### src/rtl/match_timer_ctrl.sv
// match_timer_ctrl: round controller in front of the 3-digit countdown timer.
// Synchronises and edge-detects the four player buttons, lets the player set the
// round length while idle, sequences load/run/pause/round-end/game-over and
// counts completed rounds. All outputs are registered.
//
// Optional feature macro: AUTO_NEXT_ROUND_EN
//   defined     -> ROUND_END advances to LOAD by itself after AUTO_DELAY cycles
//                  (a start press still advances immediately)
//   not defined -> ROUND_END waits for a start press indefinitely
module match_timer_ctrl #(
    parameter int unsigned DEFAULT_TIME = 30,
    parameter int unsigned MIN_TIME     = 5,
    parameter int unsigned MAX_TIME_LIM = 199,
    parameter int unsigned STEP         = 5,
    parameter int unsigned NUM_ROUNDS   = 3,
    parameter int unsigned RST_HOLD     = 100_000_000,
    parameter int unsigned AUTO_DELAY   = 200_000_000
) (
    input  logic       orig_clk,
    input  logic       reset,
    input  logic       btn_start,
    input  logic       btn_pause,
    input  logic       btn_up,
    input  logic       btn_down,
    input  logic       time_out,
    output logic [7:0] max_time,
    output logic       time_en,
    output logic       timer_reset,
    output logic [3:0] round_cnt,
    output logic       game_over,
    output logic [2:0] state_code
);

    // One counter serves both the LOAD hold and the auto-advance delay, so it
    // is sized for the larger of the two.
    localparam int unsigned CNT_MAX = (RST_HOLD > AUTO_DELAY) ? RST_HOLD : AUTO_DELAY;
    localparam int unsigned CNT_W   = $clog2(CNT_MAX + 1);

    typedef enum logic [2:0] {
        S_IDLE    = 3'd0,
        S_LOAD    = 3'd1,
        S_RUN     = 3'd2,
        S_PAUSE   = 3'd3,
        S_RND_END = 3'd4,
        S_OVER    = 3'd5
    } state_t;

    // Button bit order inside the vectors below.
    localparam int B_START = 0;
    localparam int B_PAUSE = 1;
    localparam int B_UP    = 2;
    localparam int B_DOWN  = 3;

    logic [3:0]       btn_raw_s;
    logic [3:0]       sync1_q;
    logic [3:0]       sync2_q;
    logic [3:0]       prev_q;
    logic [3:0]       pulse_q;

    state_t           state_q,       state_d;
    logic [7:0]       max_time_q,    max_time_d;
    logic [3:0]       round_cnt_q,   round_cnt_d;
    logic [CNT_W-1:0] hold_cnt_q,    hold_cnt_d;
    logic             time_en_q,     time_en_d;
    logic             timer_reset_q, timer_reset_d;
    logic             game_over_q,   game_over_d;

    logic [8:0]       max_up_sum_s;
    logic [7:0]       max_up_s;
    logic [7:0]       max_down_s;
    logic             start_s;
    logic             pause_s;
    logic             up_s;
    logic             down_s;

    assign btn_raw_s = {btn_down, btn_up, btn_pause, btn_start};
    assign start_s   = pulse_q[B_START];
    assign pause_s   = pulse_q[B_PAUSE];
    assign up_s      = pulse_q[B_UP];
    assign down_s    = pulse_q[B_DOWN];

    // Two-flop synchroniser plus rising-edge detector, giving a registered
    // single-cycle pulse per press three clocks after the pin rises.
    always_ff @(posedge orig_clk) begin
        if (reset) begin
            sync1_q <= 4'b0000;
            sync2_q <= 4'b0000;
            prev_q  <= 4'b0000;
            pulse_q <= 4'b0000;
        end else begin
            sync1_q <= btn_raw_s;
            sync2_q <= sync1_q;
            prev_q  <= sync2_q;
            pulse_q <= sync2_q & ~prev_q;
        end
    end

    // Saturating up/down candidates for the round length; 9-bit sum avoids wrap.
    always_comb begin
        max_up_sum_s = {1'b0, max_time_q} + 9'(STEP);
        if (max_up_sum_s > 9'(MAX_TIME_LIM)) begin
            max_up_s = 8'(MAX_TIME_LIM);
        end else begin
            max_up_s = max_up_sum_s[7:0];
        end
        if ({1'b0, max_time_q} < 9'(MIN_TIME + STEP)) begin
            max_down_s = 8'(MIN_TIME);
        end else begin
            max_down_s = max_time_q - 8'(STEP);
        end
    end

    // Next-state, round-length and round-count logic; outputs follow next state.
    always_comb begin
        state_d     = state_q;
        max_time_d  = max_time_q;
        round_cnt_d = round_cnt_q;
        hold_cnt_d  = hold_cnt_q;

        case (state_q)
            S_IDLE: begin
                // Simultaneous up and down cancel each other.
                if (up_s && !down_s) begin
                    max_time_d = max_up_s;
                end else if (down_s && !up_s) begin
                    max_time_d = max_down_s;
                end else begin
                    max_time_d = max_time_q;
                end
                if (start_s) begin
                    state_d    = S_LOAD;
                    hold_cnt_d = '0;
                end else begin
                    state_d = S_IDLE;
                end
            end
            S_LOAD: begin
                // Any time_out here is left over from the previous round.
                if (hold_cnt_q == CNT_W'(RST_HOLD - 1)) begin
                    state_d    = S_RUN;
                    hold_cnt_d = '0;
                end else begin
                    hold_cnt_d = hold_cnt_q + CNT_W'(1);
                end
            end
            S_RUN: begin
                // Timeout wins over a pause arriving in the same cycle.
                if (time_out) begin
                    state_d     = S_RND_END;
                    round_cnt_d = round_cnt_q + 4'd1;
                    hold_cnt_d  = '0;
                end else if (pause_s) begin
                    state_d = S_PAUSE;
                end else begin
                    state_d = S_RUN;
                end
            end
            S_PAUSE: begin
                if (pause_s) begin
                    state_d = S_RUN;
                end else begin
                    state_d = S_PAUSE;
                end
            end
            S_RND_END: begin
                if (round_cnt_q == 4'(NUM_ROUNDS)) begin
                    state_d = S_OVER;
                end else if (start_s) begin
                    state_d    = S_LOAD;
                    hold_cnt_d = '0;
                end else begin
`ifdef AUTO_NEXT_ROUND_EN
                    if (hold_cnt_q == CNT_W'(AUTO_DELAY - 1)) begin
                        state_d    = S_LOAD;
                        hold_cnt_d = '0;
                    end else begin
                        hold_cnt_d = hold_cnt_q + CNT_W'(1);
                    end
`else
                    state_d = S_RND_END;
`endif
                end
            end
            S_OVER: begin
                if (start_s) begin
                    state_d     = S_IDLE;
                    round_cnt_d = 4'd0;
                end else begin
                    state_d = S_OVER;
                end
            end
            default: begin
                state_d    = S_IDLE;
                hold_cnt_d = '0;
            end
        endcase

        time_en_d     = (state_d == S_LOAD) || (state_d == S_RUN);
        timer_reset_d = (state_d == S_LOAD);
        game_over_d   = (state_d == S_OVER);
    end

    // Round FSM state, counters and registered outputs.
    always_ff @(posedge orig_clk) begin
        if (reset) begin
            state_q       <= S_IDLE;
            max_time_q    <= 8'(DEFAULT_TIME);
            round_cnt_q   <= 4'd0;
            hold_cnt_q    <= '0;
            time_en_q     <= 1'b0;
            timer_reset_q <= 1'b0;
            game_over_q   <= 1'b0;
        end else begin
            state_q       <= state_d;
            max_time_q    <= max_time_d;
            round_cnt_q   <= round_cnt_d;
            hold_cnt_q    <= hold_cnt_d;
            time_en_q     <= time_en_d;
            timer_reset_q <= timer_reset_d;
            game_over_q   <= game_over_d;
        end
    end

    assign max_time    = max_time_q;
    assign time_en     = time_en_q;
    assign timer_reset = timer_reset_q;
    assign round_cnt   = round_cnt_q;
    assign game_over   = game_over_q;
    assign state_code  = state_q;

endmodule

### config.mk
export PLATFORM = sky130hd
export DESIGN_NAME = match_timer_ctrl
export DESIGN_NICKNAME = d
export VERILOG_FILES = /design/src/rtl/match_timer_ctrl.sv
export SDC_FILE = /design/constraint.sdc
export NUM_CORES = 1
export LEC_CHECK = 0
export ABC_AREA = 1
export CAP_MARGIN = 20
export CORE_ASPECT_RATIO = 0.5
export CORE_MARGIN = 8
export CORE_UTILIZATION = 45
export CTS_CLUSTER_SIZE = 16
export DETAILED_ROUTE_END_ITERATION = 8
export SYNTH_ARGS = -nofsm -noshare
export SYNTH_HDL_FRONTEND = slang
export SYNTH_SLANG_ARGS = --single-unit
### constraint.sdc
create_clock -name orig_clk -period 3.2 [get_ports orig_clk]
set_clock_uncertainty 0.2 [all_clocks]
set_input_delay 0.8 -clock orig_clk [delete_from_list [all_inputs] [get_ports orig_clk]]
set_output_delay 0.8 -clock orig_clk [all_outputs]
set_load 0.05 [all_outputs]
==> results of run 1 <==
area by class of cell:
class	instances	area, sq um	share of cell area (%)
Tap cell	112	140	3.30
Multi-Input combinational cell	408	2000	47.1
Timing Repair Buffer	27	263	6.19
Clock inverter	5	82.6	1.94
Sequential cell	62	1240	29.2
Inverter	74	278	6.54
Clock buffer	11	243	5.71
sequential cells by signal, indices dropped and copies added (netlist names):
signal / cells
hold_cnt_q: 28
max_time: 8
prev_q: 4
pulse_q: 4
round_cnt: 4
sync1_q: 4
sync2_q: 4
state_code: 3
game_over: 1
time_en: 1
timer_reset: 1
Yosys cell counts, types with 2 or more instances:
cell	n
nand2_1	145
nor2_1	78
inv_1	72
dfxtp_1	62
nand3_1	43
a21oi_1	37
o21ai_0	18
nor3_1	17
nand4_1	16
xor2_1	9
nor2_2	7
ha_1	6
clkbuf_1	5
nand2_2	5
buf_4	4
nor3_2	4
a31oi_1	3
a21o_1	2
buf_2	2
buf_6	2
inv_2	2
nor2_4	2
o21bai_1	2
xnor2_1	2
layer usage:
metal	vias to the layer above	routed length [microns]	share of wire [%]	track usage (%)
met5	-	0	0	0
met3	7	451	5.2	4.61
met2	59	3980	46	28.0
met4	0	99	1.1	5.57
met1	1543	4150	48	19.6
li1	1840	-	-	-
cell families (layout without fill, tap and decap cells):
| logic type | Yosys count | count (layout) | share of synthesized area, % |
|---|---|---|---|
| AO/OA/AOI/OAI | 65 | 65 | 9.71 |
| XOR/XNOR | 11 | 11 | 2.68 |
| adder cells (fa/ha/maj) | 6 | 6 | 2.09 |
| buffers and inverters | 87 | 117 | 9.99 |
| flip-flops | 62 | 62 | 34.5 |
| AND/OR/NAND/NOR | 326 | 326 | 41.0 |
worst max path at each step:
stage           startpoint            end  slack [ps]
2_1_floorplan  max_time[0]    max_time[1]        1050
3_3_place_gp      time_out  hold_cnt_q[4]         710
3_5_place_dp      time_out  hold_cnt_q[4]         690
4_1_cts        max_time[2]    max_time[2]         480
5_1_grt        max_time[2]    max_time[2]         430
6_report       max_time[2]    max_time[2]         500
worst register-to-register path, delay by kind of cell, from the launching register on:
kind / cells / cell delay, ps
fa+ha+maj: 1 / 360
buf+inv: 1 / 120
simple gates: 8 / 1040
flops: 1 / 450
layout by cell type (no fill, tap or decap), drive strengths merged:
cell	netlist	routed
clkbuf	5	11
clkdlybuf4s50	0	24
a31oi	3	3
a21o	2	2
xnor2	2	2
nor4	1	1
a21oi	38	38
bufinv	0	2
buf	8	3
dfxtp	62	62
o21bai	2	2
xor2	9	9
nor3	22	22
nor2	87	87
nand2	151	151
inv	74	74
or2	1	1
o2111a	1	1
nand4	17	17
o21ai	19	19
ha	6	6
clkinvlp	0	3
nand3	45	45
nor3b	2	2
stage by stage:
| step | utilization [%] | cells | setup WS (ps) |
|---|---|---|---|
| finish | 53.9 | 699 | 496 |
| global placement | 49.7 | 683 | 714 |
| detailed placement | 49.7 | 683 | 685 |
| global route | 53.9 | 699 | 432 |
| floorplan | - | 557 | 1050 |
| CTS | 53.9 | 699 | 484 |
power breakdown:
part           internal, W  switching [W]  total [W]  leakage (nW)
clock             0.000702       0.000345    0.00105         0.148
combinational    0.0000603       0.000121   0.000182          1.05
sequential        0.000790      0.0000196   0.000810         0.503
==> out/metrics.cfg, run 1 <==
[synth]
avgSynthCellArea_sq_um=6.46
synth_async_sr_flop_share_pct=0
synth_flop_cell=dfxtp_1
synth_top_cell_area_share_pct=34.5
syn-cell-area_sq_um=3600
syn_nets=570
ys_seq_area_share_pct=34.5
synth_edf_count=0
synth_warnings=0
synth.distinct_cells=36
ys_ff_latch=62
synth_cells=557
synthTopCellsByArea=dfxtp_1 (35%), nand2_1 (15%), nor2_1 (8.1%)
synth_largest_area_cell=dfxtp_1

[timing]
period_minus_slack_ps=2700
setup_viol=0
rsz0062_at_grt=no
timing.final.max_slew_violations=0
fin_setup_tns_ps=0
relSlewSlack_pct=48.8
finalCritPeriodShare_pct=84.5
finalHoldViolCount=0
whs_ps=189
tightest_slew_ps=764
fmax_ghz=0.370

[power]
peakVddDrop_v=0.000320
totalPowerFinal_w=0.00204
leakagePower_nw=1.70
power.density_nw_per_um2=480

[floorplanning]
initial_core_util_pct=45.6
num_rows=23
pin_count=25
core_sq_um=7890
die_y_microns=79.2
die_w_microns=142
dieArea_sq_um=11300

[detailed_routing]
wire_per_inst_microns=12.4
drc=0
first_pass_iters=4
wirelength_microns=8680
via_per_inst=4.93
drt_iter0_drc=259
postRouteAntennaNets=0
dr_total_vias=3449

[clocking]
cts_tree=yes
htree_levels=3
clk_latency_ps=330
clockBufferDepth=2
clock_sinks=62
cts_root_buf=clkbuf_16
clkTransAtPathRegs_ps=60
cts_setup_buffers=0
cts_buffers=9
cts_hold_buf=0
cts-resized-gates=0

[layout]
drive_gt1_share_pct=8.01
syn_to_final_growth_pct=18.1
nets=595
antenna_cells=0
final_cell_area_sq_um=4250
nFillCells=821

[setup_path]
arrival_ps=1700
critPathBufInv=1
slowest_stage=clkdlybuf4s50_1
crit_required_ps=2200
path_cells=clkdlybuf4s50_1
ff2ff_path_depth=10
path_class=reg -> out
cp.depth=1
r2r-end=hold_cnt_q[6]
startpoint_type=flop
cp_slowest_stage_delay_ps=870
worstPathMaxFanout=10
end_kind=output port
crit_family=buffers and inverters
timing.rr.start=hold_cnt_q[0]
r2r_setup_slack_ps=900

[place]
port_buffers=24
place_area_sq_um=3920
dpl.hpwl_microns=6440
gp_congestion=0.925

[global_route]
grt_pass1_vias=3116
grt_usage_pct=16.4
overflow=0
grt_first_pass_wirelength_microns=14800
grt_max_degree=43
antenna_found_initial=0

[min_path]
hold_depth=1
hp-class=reg -> reg
hp-start=prev_q[2]
min_to=pulse_q[2]

[job]
drv_cap=0

[status]
status=finished clean

(Power assumes the default switching activity.)
==> run 2: changes to the inputs <==
PLACE_DENSITY = 0.66   (was not set)
clock period = 2.4 ns   (was 3.2 ns; I/O delays follow)
==> run 2 against run 1 <==
Against the previous run: critical path type unchanged; cell area increased by 0.35%; register-to-register slack got worse by 570 ps; utilization increased by 0.19 points; power increased by 34%; via count increased by 3.0%; clock power increased by 33%; hold slack got worse by 2.8 ps; combinational power increased by 36%.
==> out/metrics.cfg, run 2 (same netlist as run 1, synthesis figures left out) <==
[clocking]
htree_levels=3  ; unchanged
cts_buffers=9  ; unchanged
clk_latency_ps=330  ; about the same
clockBufferDepth=2  ; unchanged
cts_tree=yes  ; unchanged
cts_hold_buf=0  ; unchanged
cts_root_buf=clkbuf_16  ; unchanged
clkTransAtPathRegs_ps=50  ; was 60 ps
clock_sinks=62  ; unchanged

[setup_path]
cp_slowest_stage_delay_ps=830  ; was 870 ps
slowest_stage=clkdlybuf4s50_1  ; unchanged
path_cells=clkdlybuf4s50_1  ; unchanged
crit_required_ps=1600  ; was 2200 ps
critPathBufInv=1  ; unchanged
crit_family=buffers and inverters  ; unchanged
startpoint_type=flop  ; unchanged
arrival_ps=1530  ; was 1700 ps
end_kind=output port  ; unchanged
path_class=reg -> out  ; unchanged
worstPathMaxFanout=4  ; was 10

[global_route]
grt_pass1_vias=3113  ; was 3116
overflow=0  ; unchanged
met3_usage_pct=4.67  ; was 4.61%
grt_usage_pct=16.1  ; was 16.4%
grt_max_degree=43  ; unchanged
gr-usage-met2_pct=27.4  ; was 28.0%
use_met1_pct=19.3  ; was 19.6%
grt_first_pass_wirelength_microns=14600  ; was 14800 microns
antenna_found_initial=0  ; unchanged
grt.busiest_layer=met2  ; unchanged

[timing]
period_minus_slack_ps=2330
relSlewSlack_pct=65.5  ; was 48.8%
setup_viol=0  ; unchanged
rsz0062_at_grt=no  ; unchanged
fin_ws_ps=68.6  ; was 496 ps
finalHoldViolCount=0  ; unchanged
fmax_ghz=0.429
fin_setup_tns_ps=0  ; unchanged
finalCritPeriodShare_pct=97.1
tightest_slew_ps=515  ; was 764 ps
timing.final.max_slew_violations=0  ; unchanged

[layout]
final_cells=702  ; was 699
regMostFlops=hold_cnt_q  ; unchanged
nets=599  ; was 595
drive_gt1_share_pct=10.5  ; was 8.01%
syn_to_final_growth_pct=18.5  ; was 18.1%
layout_common_cells=nand2_1 (145), nor2_1 (78), inv_1 (72)  ; unchanged
final_common_cell=nand2_1  ; unchanged
largest_register_ffs=28  ; unchanged
antenna_cells=0  ; unchanged

[power]
totalPowerFinal_w=0.00273  ; was 0.00204 W
leakagePower_nw=1.76  ; was 1.70 nW
peakVddDrop_v=0.000336  ; was 0.000320 V
power.density_nw_per_um2=640  ; was 480 nW/um^2

[detailed_routing]
wire_per_inst_microns=12.4  ; about the same
postRouteAntennaNets=0  ; unchanged
drc=0  ; unchanged
drt_iter0_drc=260  ; was 259
first_pass_iters=5  ; was 4
wirelength_microns=8730  ; was 8680 microns
dr_total_vias=3551  ; was 3449
via_per_inst=5.06  ; was 4.93

[floorplanning]
num_rows=23  ; unchanged
initial_core_util_pct=45.6  ; unchanged
core_sq_um=7890  ; unchanged
die_y_microns=79.2  ; unchanged
pin_count=25  ; unchanged
dieArea_sq_um=11300  ; unchanged
die_w_microns=142  ; unchanged

[status]
status=finished clean  ; unchanged

[place]
dpl.hpwl_microns=6490  ; was 6440 microns
port_buffers=24  ; unchanged
dp_slack_ps=144  ; was 685 ps
placedCellCount=687  ; was 683
gp_congestion=0.907  ; was 0.925

[min_path]
hp-class=reg -> reg  ; unchanged

[job]
drv_cap=0  ; unchanged

[run 2: cell types whose count changed in the layout (fill, tap and decap cells not counted), sizes merged]
cell | previous run | this run
buf | 3 | 18
clkdlybuf4s50 | 24 | 12
clkbuf | 11 | 10
clkinv | 0 | 1
clkinvlp | 3 | 2
dlymetal6s2s | 0 | 1
[run 2: per-stage QoR]
stage / cell area (sq um) / utilization [%] / hold WS, ps
after floorplan: 3600 / - / 174
after global placement: 3940 / 49.9 / 178
after detailed placement: 3940 / 49.9 / 184
after CTS: 4260 / 54.0 / 192
after global routing: 4260 / 54.1 / 215
final: 4260 / 54.1 / 186
[run 2: power by group]
group          switching [W]  internal, W  total (W)  leakage (nW)
registers          0.0000249      0.00105    0.00108         0.503
logic               0.000164    0.0000835   0.000247          1.11
clock network       0.000471     0.000932    0.00140         0.151
total               0.000660      0.00207    0.00273          1.76
[run 2: per-layer routing]
metal	up-vias	share of wire, %	wire (microns)
met5	-	0	0
met4	0	1.9	163
met3	16	5.6	485
met2	94	46	4010
met1	1589	47	4070
li1	1852	-	-
[run 2: final timing paths]
kind,start,to,slack (ps),depth (start not counted)
setup / recovery,round_cnt[1],round_cnt[1],70,1
hold / removal,prev_q[0],pulse_q[0],190,1
setup reg to reg,hold_cnt_q[1],hold_cnt_q[22],330,10
hold reg to reg,prev_q[0],pulse_q[0],190,1
[run 2: cell type report]
cell class | instances | area (sq um)
Tap cell | 112 | 140
Fill cell | 781 | 3620
Clock inverter | 5 | 83.8
Multi-Input combinational cell | 408 | 2000
Clock buffer | 10 | 239
Timing Repair Buffer | 31 | 280
Inverter | 74 | 278
Sequential cell | 62 | 1240
[run 2: what timing repair did]
action | in CTS | in global routing
resized for setup | 0 | 1
buffers inserted | 0 | 0
endpoints found under the setup margin | 0 | 1
